===== src/rtl/uart_rx_frame_router.sv =====
// ============================================================================
// uart_rx_frame_router: frames UART bytes (header + N payload) and routes the
// payload to channel 0/1 through a one-entry holding register. Optional
// counters are enabled by the ROUTER_STATS_EN macro.
// Revision: 1.0
// ============================================================================
`default_nettype none

module uart_rx_frame_router #(
  parameter int DATA_W  = 8,
  parameter int LEN_W   = 4,
  parameter int TIMEOUT = 1000
) (
  input  logic              clk,
  input  logic              rst_n,
  input  logic [DATA_W-1:0] in_data,
  input  logic              in_valid,
  output logic              in_ready,
  output logic [DATA_W-1:0] out_data_0,
  output logic              out_valid_0,
  output logic              out_last_0,
  input  logic              out_ready_0,
  output logic [DATA_W-1:0] out_data_1,
  output logic              out_valid_1,
  output logic              out_last_1,
  input  logic              out_ready_1,
  output logic              busy,
  output logic              err_timeout
`ifdef ROUTER_STATS_EN
  ,
  output logic [15:0]       frame_cnt_0,
  output logic [15:0]       frame_cnt_1,
  output logic [7:0]        abort_cnt
`endif
);

  localparam int TMR_W = $clog2(TIMEOUT + 1);

  typedef enum logic [0:0] {
    ST_IDLE    = 1'b0,
    ST_PAYLOAD = 1'b1
  } state_t;

  state_t             state_q, state_d;
  logic               dest_q, dest_d;
  logic [LEN_W-1:0]   remaining_q, remaining_d;
  logic [TMR_W-1:0]   timer_q, timer_d;
  logic               hold_valid_q, hold_valid_d;
  logic [DATA_W-1:0]  hold_data_q, hold_data_d;
  logic               hold_last_q, hold_last_d;
  logic               hold_dest_q, hold_dest_d;
  logic               err_q, err_d;

  logic owner_ready;
  logic drain;
  logic in_xfer;
  logic timeout_hit;
  logic zero_hdr;

  assign owner_ready = hold_dest_q ? out_ready_1 : out_ready_0;
  assign drain       = hold_valid_q && owner_ready;
  assign in_ready    = (state_q == ST_IDLE) ? 1'b1 : (!hold_valid_q || owner_ready);
  assign in_xfer     = in_valid && in_ready;
  // An input transfer always beats a timeout in the same cycle.
  assign timeout_hit = (state_q == ST_PAYLOAD) && in_ready && !in_valid &&
                       (timer_q == TMR_W'(TIMEOUT - 1));
  assign zero_hdr    = (state_q == ST_IDLE) && in_valid &&
                       (in_data[LEN_W-1:0] == '0);

  generate
    if (DATA_W - 2 >= LEN_W) begin : g_unused_hdr
      logic unused_hdr_bits;
      assign unused_hdr_bits = ^in_data[DATA_W-2:LEN_W];
    end
  endgenerate

  always_comb begin
    state_d      = state_q;
    dest_d       = dest_q;
    remaining_d  = remaining_q;
    timer_d      = timer_q;
    hold_valid_d = hold_valid_q;
    hold_data_d  = hold_data_q;
    hold_last_d  = hold_last_q;
    hold_dest_d  = hold_dest_q;
    err_d        = 1'b0;

    if (drain) begin
      hold_valid_d = 1'b0;
    end

    case (state_q)
      ST_IDLE: begin
        timer_d = '0;
        if (in_valid) begin
          dest_d      = in_data[DATA_W-1];
          remaining_d = in_data[LEN_W-1:0];
          if (in_data[LEN_W-1:0] != '0) begin
            state_d = ST_PAYLOAD;
          end
        end
      end
      ST_PAYLOAD: begin
        if (in_xfer) begin
          hold_valid_d = 1'b1;
          hold_data_d  = in_data;
          hold_last_d  = (remaining_q == LEN_W'(1));
          hold_dest_d  = dest_q;
          remaining_d  = remaining_q - LEN_W'(1);
          timer_d      = '0;
          if (remaining_q == LEN_W'(1)) begin
            state_d = ST_IDLE;
          end
        end else if (timeout_hit) begin
          err_d       = 1'b1;
          state_d     = ST_IDLE;
          remaining_d = '0;
          timer_d     = '0;
        end else if (in_ready) begin
          timer_d = timer_q + TMR_W'(1);
        end
      end
      default: begin
        state_d = ST_IDLE;
      end
    endcase
  end

  always_ff @(posedge clk or negedge rst_n) begin
    if (!rst_n) begin
      state_q      <= ST_IDLE;
      dest_q       <= 1'b0;
      remaining_q  <= '0;
      timer_q      <= '0;
      hold_valid_q <= 1'b0;
      hold_data_q  <= '0;
      hold_last_q  <= 1'b0;
      hold_dest_q  <= 1'b0;
      err_q        <= 1'b0;
    end else begin
      state_q      <= state_d;
      dest_q       <= dest_d;
      remaining_q  <= remaining_d;
      timer_q      <= timer_d;
      hold_valid_q <= hold_valid_d;
      hold_data_q  <= hold_data_d;
      hold_last_q  <= hold_last_d;
      hold_dest_q  <= hold_dest_d;
      err_q        <= err_d;
    end
  end

  // Only the owning channel sees the holding register; the other reads zero.
  assign out_valid_0 = hold_valid_q && !hold_dest_q;
  assign out_data_0  = out_valid_0 ? hold_data_q : '0;
  assign out_last_0  = out_valid_0 && hold_last_q;
  assign out_valid_1 = hold_valid_q && hold_dest_q;
  assign out_data_1  = out_valid_1 ? hold_data_q : '0;
  assign out_last_1  = out_valid_1 && hold_last_q;
  assign busy        = (state_q != ST_IDLE);
  assign err_timeout = err_q;

`ifdef ROUTER_STATS_EN
  logic [15:0] frame_cnt_0_q, frame_cnt_0_d;
  logic [15:0] frame_cnt_1_q, frame_cnt_1_d;
  logic [7:0]  abort_cnt_q, abort_cnt_d;

  // A last-byte drain and a zero-length header can complete two frames at once.
  always_comb begin
    frame_cnt_0_d = frame_cnt_0_q
                  + {15'd0, drain && hold_last_q && !hold_dest_q}
                  + {15'd0, zero_hdr && !in_data[DATA_W-1]};
    frame_cnt_1_d = frame_cnt_1_q
                  + {15'd0, drain && hold_last_q && hold_dest_q}
                  + {15'd0, zero_hdr && in_data[DATA_W-1]};
    abort_cnt_d   = abort_cnt_q + {7'd0, timeout_hit};
  end

  always_ff @(posedge clk or negedge rst_n) begin
    if (!rst_n) begin
      frame_cnt_0_q <= '0;
      frame_cnt_1_q <= '0;
      abort_cnt_q   <= '0;
    end else begin
      frame_cnt_0_q <= frame_cnt_0_d;
      frame_cnt_1_q <= frame_cnt_1_d;
      abort_cnt_q   <= abort_cnt_d;
    end
  end

  assign frame_cnt_0 = frame_cnt_0_q;
  assign frame_cnt_1 = frame_cnt_1_q;
  assign abort_cnt   = abort_cnt_q;
`endif

endmodule

`default_nettype wire


===== config.mk =====
export PLATFORM = sky130hd
export DESIGN_NAME = uart_rx_frame_router
export DESIGN_NICKNAME = d
export VERILOG_FILES = /design/src/rtl/uart_rx_frame_router.sv
export SDC_FILE = /design/constraint.sdc
export NUM_CORES = 1
export LEC_CHECK = 0
export ABC_AREA = 0
export CAP_MARGIN = 20
export CORE_ASPECT_RATIO = 1.5
export CORE_MARGIN = 2
export CORE_UTILIZATION = 52
export CTS_BUF_LIST = sky130_fd_sc_hd__clkbuf_8
export DETAILED_ROUTE_END_ITERATION = 8
export GPL_TIMING_DRIVEN = 0
export HOLD_SLACK_MARGIN = 0.15
export PLACE_DENSITY = 0.82
export SYNTH_ARGS = -nofsm -noshare
export SYNTH_HDL_FRONTEND = slang
export SYNTH_SLANG_ARGS = --single-unit

===== constraint.sdc =====
create_clock -name clk -period 1.85 [get_ports clk]
set_input_delay 0.37 -clock clk [delete_from_list [all_inputs] [get_ports clk]]
set_output_delay 0.37 -clock clk [all_outputs]
set_load 0.02 [all_outputs]

==> results.ini, run 1 <==
[worst_setup_path]
cp-end-kind = primary output
cp_max_fo = 5
path_class = reg -> out
r2r_slack_ns = 0.04
reg2reg_to = hold_data_q[2]
required_ns = 1.48
arrival_ns = 1.49
start_kind = flip-flop
reg2regPathDepth = 5
r2r-start = hold_dest_q

[timing]
slew_headroom_pct = 59.7
worst_slack_ns = -0.0111
rsz0062_at_grt = yes
fmax_ghz = 0.537
hold_violations = 0
setup_viol = 5
finalSetupTns_ns = -0.0317
tightest_slew_ns = 0.603
fin_crit_sh_pct = 101
fin_crit_ns = 1.86
slew_viol_final = 0
skew_ns = 0.00248

[drt]
drt_iter0_markers = 35
drc = 0
vias_per_cell = 5.94
wl_per_cell_um = 17.1
ant_nets = 0
totalWireLength_um = 4370
num_vias = 1515
first_pass_iters = 4

[synthesis]
synth_cells = 162
synth_edf_count = 0
ys_ff_latch = 28
synth_flop_cell = dfrtp_1
synth.distinct_cells = 42
syn-num-nets = 178
synth_area_um2 = 1590
synth-warning-count = 0
synth.avg_cell_area_um2 = 9.84
async_flop_share_pct = 100
synth-seq-area-share_pct = 44.0

[cts]
clock-root-buffer = clkbuf_8
cts_buffers = 3
clock_latency_ns = 0.28
cts_tree = done
cts-htree-levels = 1
clock_sinks = 28
clk_path_buf_depth = 2
clkSlewWorstSetupHoldPaths_ns = 0.09

[floorplan]
core-area_um2 = 2910
die_y_um = 71.8
fp.dieW_um = 49.2
dieArea_um2 = 3530
placementRows = 24
ioPinCount = 36
initial_utilization_pct = 54.7

[global_route]
grt_max_degree = 19
grt_pass1_vias = 1626
grt-ovfl-total = 0
grt_pass1_wl_um = 7330
grt_usage_pct = 26.7
antenna_found_initial = 0

[finish]
drive_gt1_share_pct = 29.6
mostFrequentLayoutCells = 27 x dfrtp_1, 14 x nand2_1, 14 x clkdlybuf4s50_1, 13 x buf_4
final_common_cell = dfrtp_1
diodes = 0
finish.instance_area_um2 = 2230
area_delta_synth_final_pct = 40.2
final_cells = 255
utilization_pct = 76.7
fillerInstances = 195
final_nets = 233

[power_and_ir_drop]
combPwrFrac_pct = 55.2
vdd_ir_drop_max_mv = 0.976
p_per_area_nw_per_um2 = 1380
seqPwrFrac_pct = 32.5
clock_power_share_pct = 12.3
p_int_w = 0.00183
p_leak_nw = 1.01
switching_share_pct = 40.6
netSwitchingPower_w = 0.00125
p_total_w = 0.00307

[outcome]
outcome = finished, violations left
violations = negative setup slack

[placement]
io_buffers = 35
dp_hpwl_um = 3030
place_area_um2 = 2020
place_congestion = 0.815
placedCellCount = 237

[job]
maxCapViolations = 0

[worst_hold_path]
hold_path.class = in -> async

==> power by group through the flow <==
stage	combinational (W)	sequential, W	clock, W
final	0.00170	0.000999	0.000379
after global routing	0.00182	0.00103	0.000419
after CTS	0.00153	0.000982	0.000388
after detailed placement	0.00137	0.000998	0
after global placement	0.00132	0.000988	0
after floorplan	0.000858	0.000958	0
==> cells by family (layout without fill, tap and decap cells) <==
logic type,count (synthesis),count (layout),synth area share [%]
simple gates,71,72,24.8
compound gates,35,35,16.0
flops,28,28,44.0
mux,12,12,8.63
buf+inv,10,63,2.59
fa+ha+maj,3,3,2.36
xor+xnor,3,3,1.65
==> per-stage QoR <==
step,worst slack [ns],hold slack (ns)
4_1_cts,0.00445,0.471
3_5_place_dp,-0.549,0.462
6_report,-0.0111,0.464
3_3_place_gp,-0.552,0.462
5_1_grt,-0.0589,0.499
2_1_floorplan,0.158,0.0744
==> per-layer routing <==
layer / wire (µm) / GRT usage (%)
met1: 1670 / 28.1
met4: 141 / 13.7
met5: 0 / 0
met2: 2330 / 50.3
met3: 229 / 4.17
==> cells in the mapped netlist (all sizes together), types with 2 or more instances <==
cell type | number | area (µm²)
a21boi | 3 | 22.5
a21oi | 5 | 28.8
and2 | 11 | 68.8
and3 | 11 | 68.8
and4 | 2 | 17.5
clkbuf | 5 | 18.8
dfrtp | 28 | 701
ha | 3 | 37.5
inv | 4 | 15.0
mux2 | 11 | 128
nand2 | 14 | 52.6
nand2b | 2 | 12.5
nand3 | 6 | 30.0
nor2 | 7 | 26.3
nor2b | 5 | 31.3
nor3 | 3 | 15.0
o2111ai | 4 | 35.0
o211ai | 3 | 41.3
o21ai | 12 | 60.1
or3 | 4 | 25.0
xor2 | 3 | 26.3
==> worst max-delay path: stages, from the launching register on <==
cell and delay [ns]:
dfrtp_1 0.44, clkinvlp_4 0.18, buf_12 0.16, nor2_4 0.15, and2_1 0.17, buf_6 0.12
==> final cells by class <==
class                      instances  area (µm²)  share of cell area [%]
tap                               39        48.8                    2.18
clock buffer                       4        55.1                    2.46
buffer                             6        33.8                    1.51
timing repair buffer              49         452                    20.2
inverter                           4        18.8                   0.840
sequential                        28         702                    31.4
multi-input combinational        125         925                    41.4
==> state kept, by name, summed over array words and instances, names as in the netlist <==
register      count
hold_dest_q       1
err_timeout       1
hold_data_q       8
hold_last_q       1
timer_q          10
hold_valid_q      1
busy              1
dest_q            1
remaining_q       4
==> worst max-delay path by stage <==
stage | start | end | slack [ns] | cells after the start
final | hold_valid_q | out_data_0[3] | -0.01 | 5
after CTS | hold_valid_q | out_data_0[7] | 0.004 | 4
after global placement | in_valid | busy | -0.55 | 5
after floorplan | timer_q[0] | busy | 0.16 | 5
after detailed placement | in_valid | busy | -0.55 | 5
after global routing | hold_valid_q | out_data_0[1] | -0.06 | 5
==> repair_timing <==
action	in CTS	in global routing
buffers inserted	8	5
cloned	1	0
hold buffers	0	0
setup endpoints to repair	35	36
gates resized for setup	56	31
pin swaps	3	7
Power figures use the tool's default switching activity.
==> run 2, diff against run 1 <==
==> constraint.sdc (replaced) <==
create_clock -name clk -period 1.85 [get_ports clk]
set_input_delay 0.2775 -clock clk [delete_from_list [all_inputs] [get_ports clk]]
set_output_delay 0.2775 -clock clk [all_outputs]
set_load 0.02 [all_outputs]
==> run 2 against run 1 <==
Net effect: the flow now finishes without violations; critical path depth unchanged; hold slack worse by 0.098 ns; wire length fell by 1.4%; clock skew increased by 0.0045 ns; utilization is 2.3 points lower; first-iteration DRC count rose by 77%; non-clock buffer count decreased by 2; critical path type is now reg -> reg; largest cell class unchanged.
==> results.ini, run 2 (synthesis gave the netlist of run 1 again) <==
[finish]
final_nets = 232
area_delta_synth_final_pct = 36.0
multiInputGateArea_um2 = 908
drive_gt1_share_pct = 25.6
regArea_um2 = 702
mostFrequentLayoutCells = 27 x dfrtp_1, 14 x nand2_1, 14 x clkdlybuf4s50_1, 13 x clkbuf_2, 12 x dlygate4sd2_1
largestRegisters = timer_q x10, hold_data_q x8, remaining_q x4
final_common_cell = dfrtp_1
regMostFlops = timer_q
largest_reg_flops = 10
utilization_pct = 74.4
diodes = 0
fillerInstances = 209

[worst_setup_path]
reg2reg_to = remaining_q[1]
cp-end-kind = flip-flop
critPathTopFamily = flip-flops
required_ns = 2.02
cp_cell_sequence = ha_2 > and4_2 > a41o_1 > o211ai_1 > mux2_2
slowest_stage = dfrtp_1
r2r-start = timer_q[0]
path_class = reg -> reg
cp_max_fo = 5
start_kind = flip-flop
cp.buffers_inverters = 0
arrival_ns = 1.97
r2r_slack_ns = 0.05
crit_path_max_incr_delay_ns = 0.44
reg2regPathDepth = 5

[timing]
slew_viol_final = 0
hold-worst-slack_ns = 0.366
skew_ns = 0.00699
fin_crit_sh_pct = 97.5
rsz0062_at_grt = no
hold_violations = 0
setup_viol = 0
fin_crit_ns = 1.80
slew_headroom_pct = 59.5
fmax_ghz = 0.554
tightest_slew_ns = 0.605

[global_route]
grt_pass1_wl_um = 7220
top_usage_layer = met2
grt_max_degree = 19
grt-ovfl-total = 0
grt_pass1_vias = 1599
grt_use_met2_pct = 50.3
grt_usage_pct = 26.4
met1_usage_pct = 27.7
grt_use_met3_pct = 4.58
antenna_found_initial = 0

[drt]
ant_nets = 0
num_vias = 1512
drc = 0
vias_per_cell = 5.95
first_pass_iters = 4
drt_iter0_markers = 62
wl_per_cell_um = 17.0
totalWireLength_um = 4310

[floorplan]
die_y_um = 71.8
core-area_um2 = 2910
placementRows = 24
dieArea_um2 = 3530
fp.dieW_um = 49.2
initial_utilization_pct = 54.7
ioPinCount = 36

[power_and_ir_drop]
p_total_w = 0.00291
p_per_area_nw_per_um2 = 1340
p_leak_nw = 0.991
vdd_ir_drop_max_mv = 0.966

[placement]
dp_hpwl_um = 3030
place_congestion = 0.815
io_buffers = 35

[worst_hold_path]
hold_path.class = in -> async

[cts]
cts-htree-levels = 1
cts_tree = done
clock_sinks = 28
clk_path_buf_depth = 2
clock-root-buffer = clkbuf_8
clkSlewWorstSetupHoldPaths_ns = 0.10
cts_buffers = 3
clock_latency_ns = 0.28

[job]
maxCapViolations = 0

[outcome]
outcome = finished, final reports clean

==> run 2: metrics by stage <==
| stage | TNS [ns] | cell area (µm²) | cells | setup WS [ns] |
|---|---|---|---|---|
| after floorplan | 0 | 1590 | 162 | 0.158 |
| after global placement | -5.36 | 1990 | 236 | -0.459 |
| after detailed placement | -6.30 | 2020 | 237 | -0.457 |
| after CTS | 0 | 2150 | 250 | 0.0102 |
| after global routing | 0 | 2170 | 254 | 0.00399 |
| final | 0 | 2170 | 254 | 0.0457 |
==> run 2: worst register-to-register path: stages, from the launching register on <==
cell and delay (ns):
dfrtp_1 0.44, ha_2 0.23, and4_2 0.28, a41o_1 0.26, o211ai_1 0.13, mux2_2 0.36
==> run 2: worst max path at each step <==
| stage | slack, ns | startpoint | cells after the start | to |
|---|---|---|---|---|
| 4_1_cts | 0.01 | hold_valid_q | 4 | out_data_0[4] |
| 3_3_place_gp | -0.46 | in_valid | 5 | busy |
| 6_report | 0.05 | timer_q[0] | 5 | remaining_q[1] |
| 2_1_floorplan | 0.16 | timer_q[0] | 5 | busy |
| 3_5_place_dp | -0.46 | in_valid | 5 | busy |
| 5_1_grt | 0.004 | out_ready_1 | 4 | in_ready |
==> run 2: where the power goes <==
| part | internal, W | switching [W] | total (W) |
|---|---|---|---|
| clock network | 0.000191 | 0.000194 | 0.000385 |
| logic | 0.000692 | 0.000839 | 0.00153 |
| registers | 0.000817 | 0.000180 | 0.000997 |
| total | 0.00170 | 0.00121 | 0.00291 |
==> run 2: timing repair <==
item | 4_1_cts | 5_1_grt
hold buffers | 0 | 0
gates cloned | 1 | 2
hold endpoints to repair | 0 | 0
buffers inserted | 8 | 2
pin swaps | 3 | 1
endpoints found under the setup margin | 34 | 29
resized for setup | 31 | 27
==> run 2: layer usage <==
metal / up-vias / share of wire, %
met5: - / 0
met4: 0 / 2.9
met3: 15 / 6.0
met2: 63 / 54
met1: 730 / 37
li1: 704 / -
==> run 2: cell type report <==
cell class | instances | area share [%]
clock buffer | 4 | 2.54
tap | 39 | 2.25
multi-input combinational | 126 | 41.9
sequential | 28 | 32.4
timing repair buffer | 47 | 18.5
buffer | 6 | 1.62
inverter | 4 | 0.866
==> run 3, diff against run 2 <==
--- a/config.mk
+++ b/config.mk
@@ -8,13 +8,14 @@
 export ABC_AREA = 0
 export CAP_MARGIN = 20
 export CORE_ASPECT_RATIO = 1.5
-export CORE_MARGIN = 2
+export CORE_MARGIN = 10
 export CORE_UTILIZATION = 52
 export CTS_BUF_LIST = sky130_fd_sc_hd__clkbuf_8
 export DETAILED_ROUTE_END_ITERATION = 8
 export GPL_TIMING_DRIVEN = 0
 export HOLD_SLACK_MARGIN = 0.15
 export PLACE_DENSITY = 0.82
+export SLEW_MARGIN = 20
 export SYNTH_ARGS = -nofsm -noshare
 export SYNTH_HDL_FRONTEND = slang
 export SYNTH_SLANG_ARGS = --single-unit
==> run 3 against run 2 <==
Net effect: utilization shrank 4.1 points; via count shrank 4.0%; cell count shrank 3.9%; total power shrank 6.0%; register-to-register slack gained 0.02 ns; count of clock-buffer cells in the layout shrank 1; clock skew shrank 0.0041 ns; flip-flop and latch count is the same.
==> results.ini, run 3 (synthesis gave the netlist of run 1 again) <==
[outcome]
outcome = finished, final reports clean

[floorplan]
initial_utilization_pct = 54.2
core-area_um2 = 2940
ioPinCount = 36
placementRows = 24
fp.dieW_um = 65.2
die_y_um = 87.8
dieArea_um2 = 5730

[finish]
final_nets = 223
regMostFlops = timer_q
area_delta_synth_final_pct = 29.9
mostFrequentLayoutCells = 26 x dfrtp_1, 14 x nand2_1, 13 x clkdlybuf4s50_1, 13 x dlygate4sd2_1
final_common_cell = dfrtp_1
drive_gt1_share_pct = 22.0
diodes = 0
finish.instance_area_um2 = 2070
largestRegisters = timer_q x10, hold_data_q x8, remaining_q x4
largest_reg_flops = 10
fillerInstances = 231

[cts]
clk_path_buf_depth = 2
cts_buffers = 3
cts_tree = done
clock_latency_ns = 0.28
cts-htree-levels = 1
clkSlewWorstSetupHoldPaths_ns = 0.09
clock-root-buffer = clkbuf_8
clock_sinks = 28

[worst_setup_path]
cp-end-kind = flip-flop
arrival_ns = 1.96
required_ns = 2.02
critPathTopFamily = flip-flops
crit_path_max_incr_delay_ns = 0.44
path_class = reg -> reg
cp_max_fo = 5
cp_cell_sequence = ha_2 > and4_2 > a41o_1 > o211ai_1 > mux2_2
start_kind = flip-flop
slowest_stage = dfrtp_1
cp.buffers_inverters = 0

[global_route]
antenna_found_initial = 0
grt_usage_pct = 15.7
grt-ovfl-total = 0
grt_pass1_vias = 1525
grt_pass1_wl_um = 7250
grt_max_degree = 29

[drt]
ant_nets = 0
vias_per_cell = 5.95
drc = 0
num_vias = 1451
wl_per_cell_um = 17.9
totalWireLength_um = 4360
first_pass_iters = 4
drt_iter0_markers = 63

[power_and_ir_drop]
vdd_ir_drop_max_mv = 0.886
switching_share_pct = 42.1
netSwitchingPower_w = 0.00115
p_total_w = 0.00274
p_int_w = 0.00159
p_leak_nw = 0.948
combPwrFrac_pct = 50.4
clock_power_share_pct = 12.0
seqPwrFrac_pct = 37.6
p_per_area_nw_per_um2 = 1320

[timing]
setup_viol = 0
slew_viol_final = 0
fin_crit_ns = 1.79
hold_violations = 0
skew_ns = 0.00293
slew_headroom_pct = 57.2
rsz0062_at_grt = no
finalSetupTns_ns = 0
fmax_ghz = 0.560
tightest_slew_ns = 0.635
fin_crit_sh_pct = 96.6
worst_slack_ns = 0.0632

[placement]
place_congestion = 0.877
io_buffers = 35
dpl_worst_slack_ns = -0.462
dp_hpwl_um = 3270
place_area_um2 = 1990

[worst_hold_path]
hold_path.class = reg -> reg

[job]
maxCapViolations = 0

run 3: worst register-to-register path, delay by kind of cell (launching register included):
family,cells,cell delay [ns]
AOI/OAI and AO/OA,2,0.35
adders and majority gates,1,0.24
and+or+nand+nor,1,0.29
muxes,1,0.36
DFF,1,0.44
run 3: path summary, 6_finish.rpt:
check	startpoint	slack, ns	end	depth (start not counted)
max	timer_q[0]	0.06	remaining_q[1]	5
min	dest_q	0.48	dest_q	2
max reg2reg	timer_q[0]	0.06	remaining_q[1]	5
min reg2reg	dest_q	0.48	dest_q	2
max in group asynchronous	rst_n	0.87	hold_valid_q	2
min in group asynchronous	rst_n	0.54	hold_data_q[6]	2
run 3: power groups by stage:
stage / Sequential, W / Combinational [W] / Clock [W]
after floorplan: 0.000958 / 0.000858 / 0
after global placement: 0.000975 / 0.00132 / 0
after detailed placement: 0.00100 / 0.00138 / 0
after CTS: 0.000996 / 0.00141 / 0.000330
after global routing: 0.00107 / 0.00151 / 0.000349
final: 0.00103 / 0.00138 / 0.000329
run 3: cell type report:
type	instances	area [µm²]	area share [%]
Inverter	4	15.0	0.725
Clock buffer	3	41.3	1.99
Multi-Input combinational cell	124	891	43.0
Buffer	5	30.0	1.45
Sequential cell	28	703	34.0
Timing Repair Buffer	41	342	16.5
Tap cell	39	48.8	2.36
run 3: repair_timing:
| action | 4_1_cts | 5_1_grt |
|---|---|---|
| hold buffers | 1 | 0 |
| buffers inserted | 5 | 0 |
| gates resized for setup | 34 | 20 |
| setup endpoints to repair | 34 | 28 |
| hold endpoints to repair | 28 | 0 |
| pin swaps | 2 | 0 |
run 3: layer usage:
layer | share of wire [%] | track usage, % | up-vias
met3 | 6.9 | 3.45 | 7
met2 | 53 | 30.1 | 64
li1 | - | - | 678
met5 | 0 | 0 | -
met4 | 2.1 | 7.23 | 0
met1 | 38 | 15.2 | 702
run 3: through the flow:
step / std cells / hold WS (ns) / util [%]
2_1_floorplan: 162 / -0.0181 / -
3_3_place_gp: 236 / 0.461 / 67.7
3_5_place_dp: 236 / 0.328 / 67.6
4_1_cts: 245 / 0.485 / 70.7
5_1_grt: 244 / 0.523 / 70.4
6_report: 244 / 0.485 / 70.4
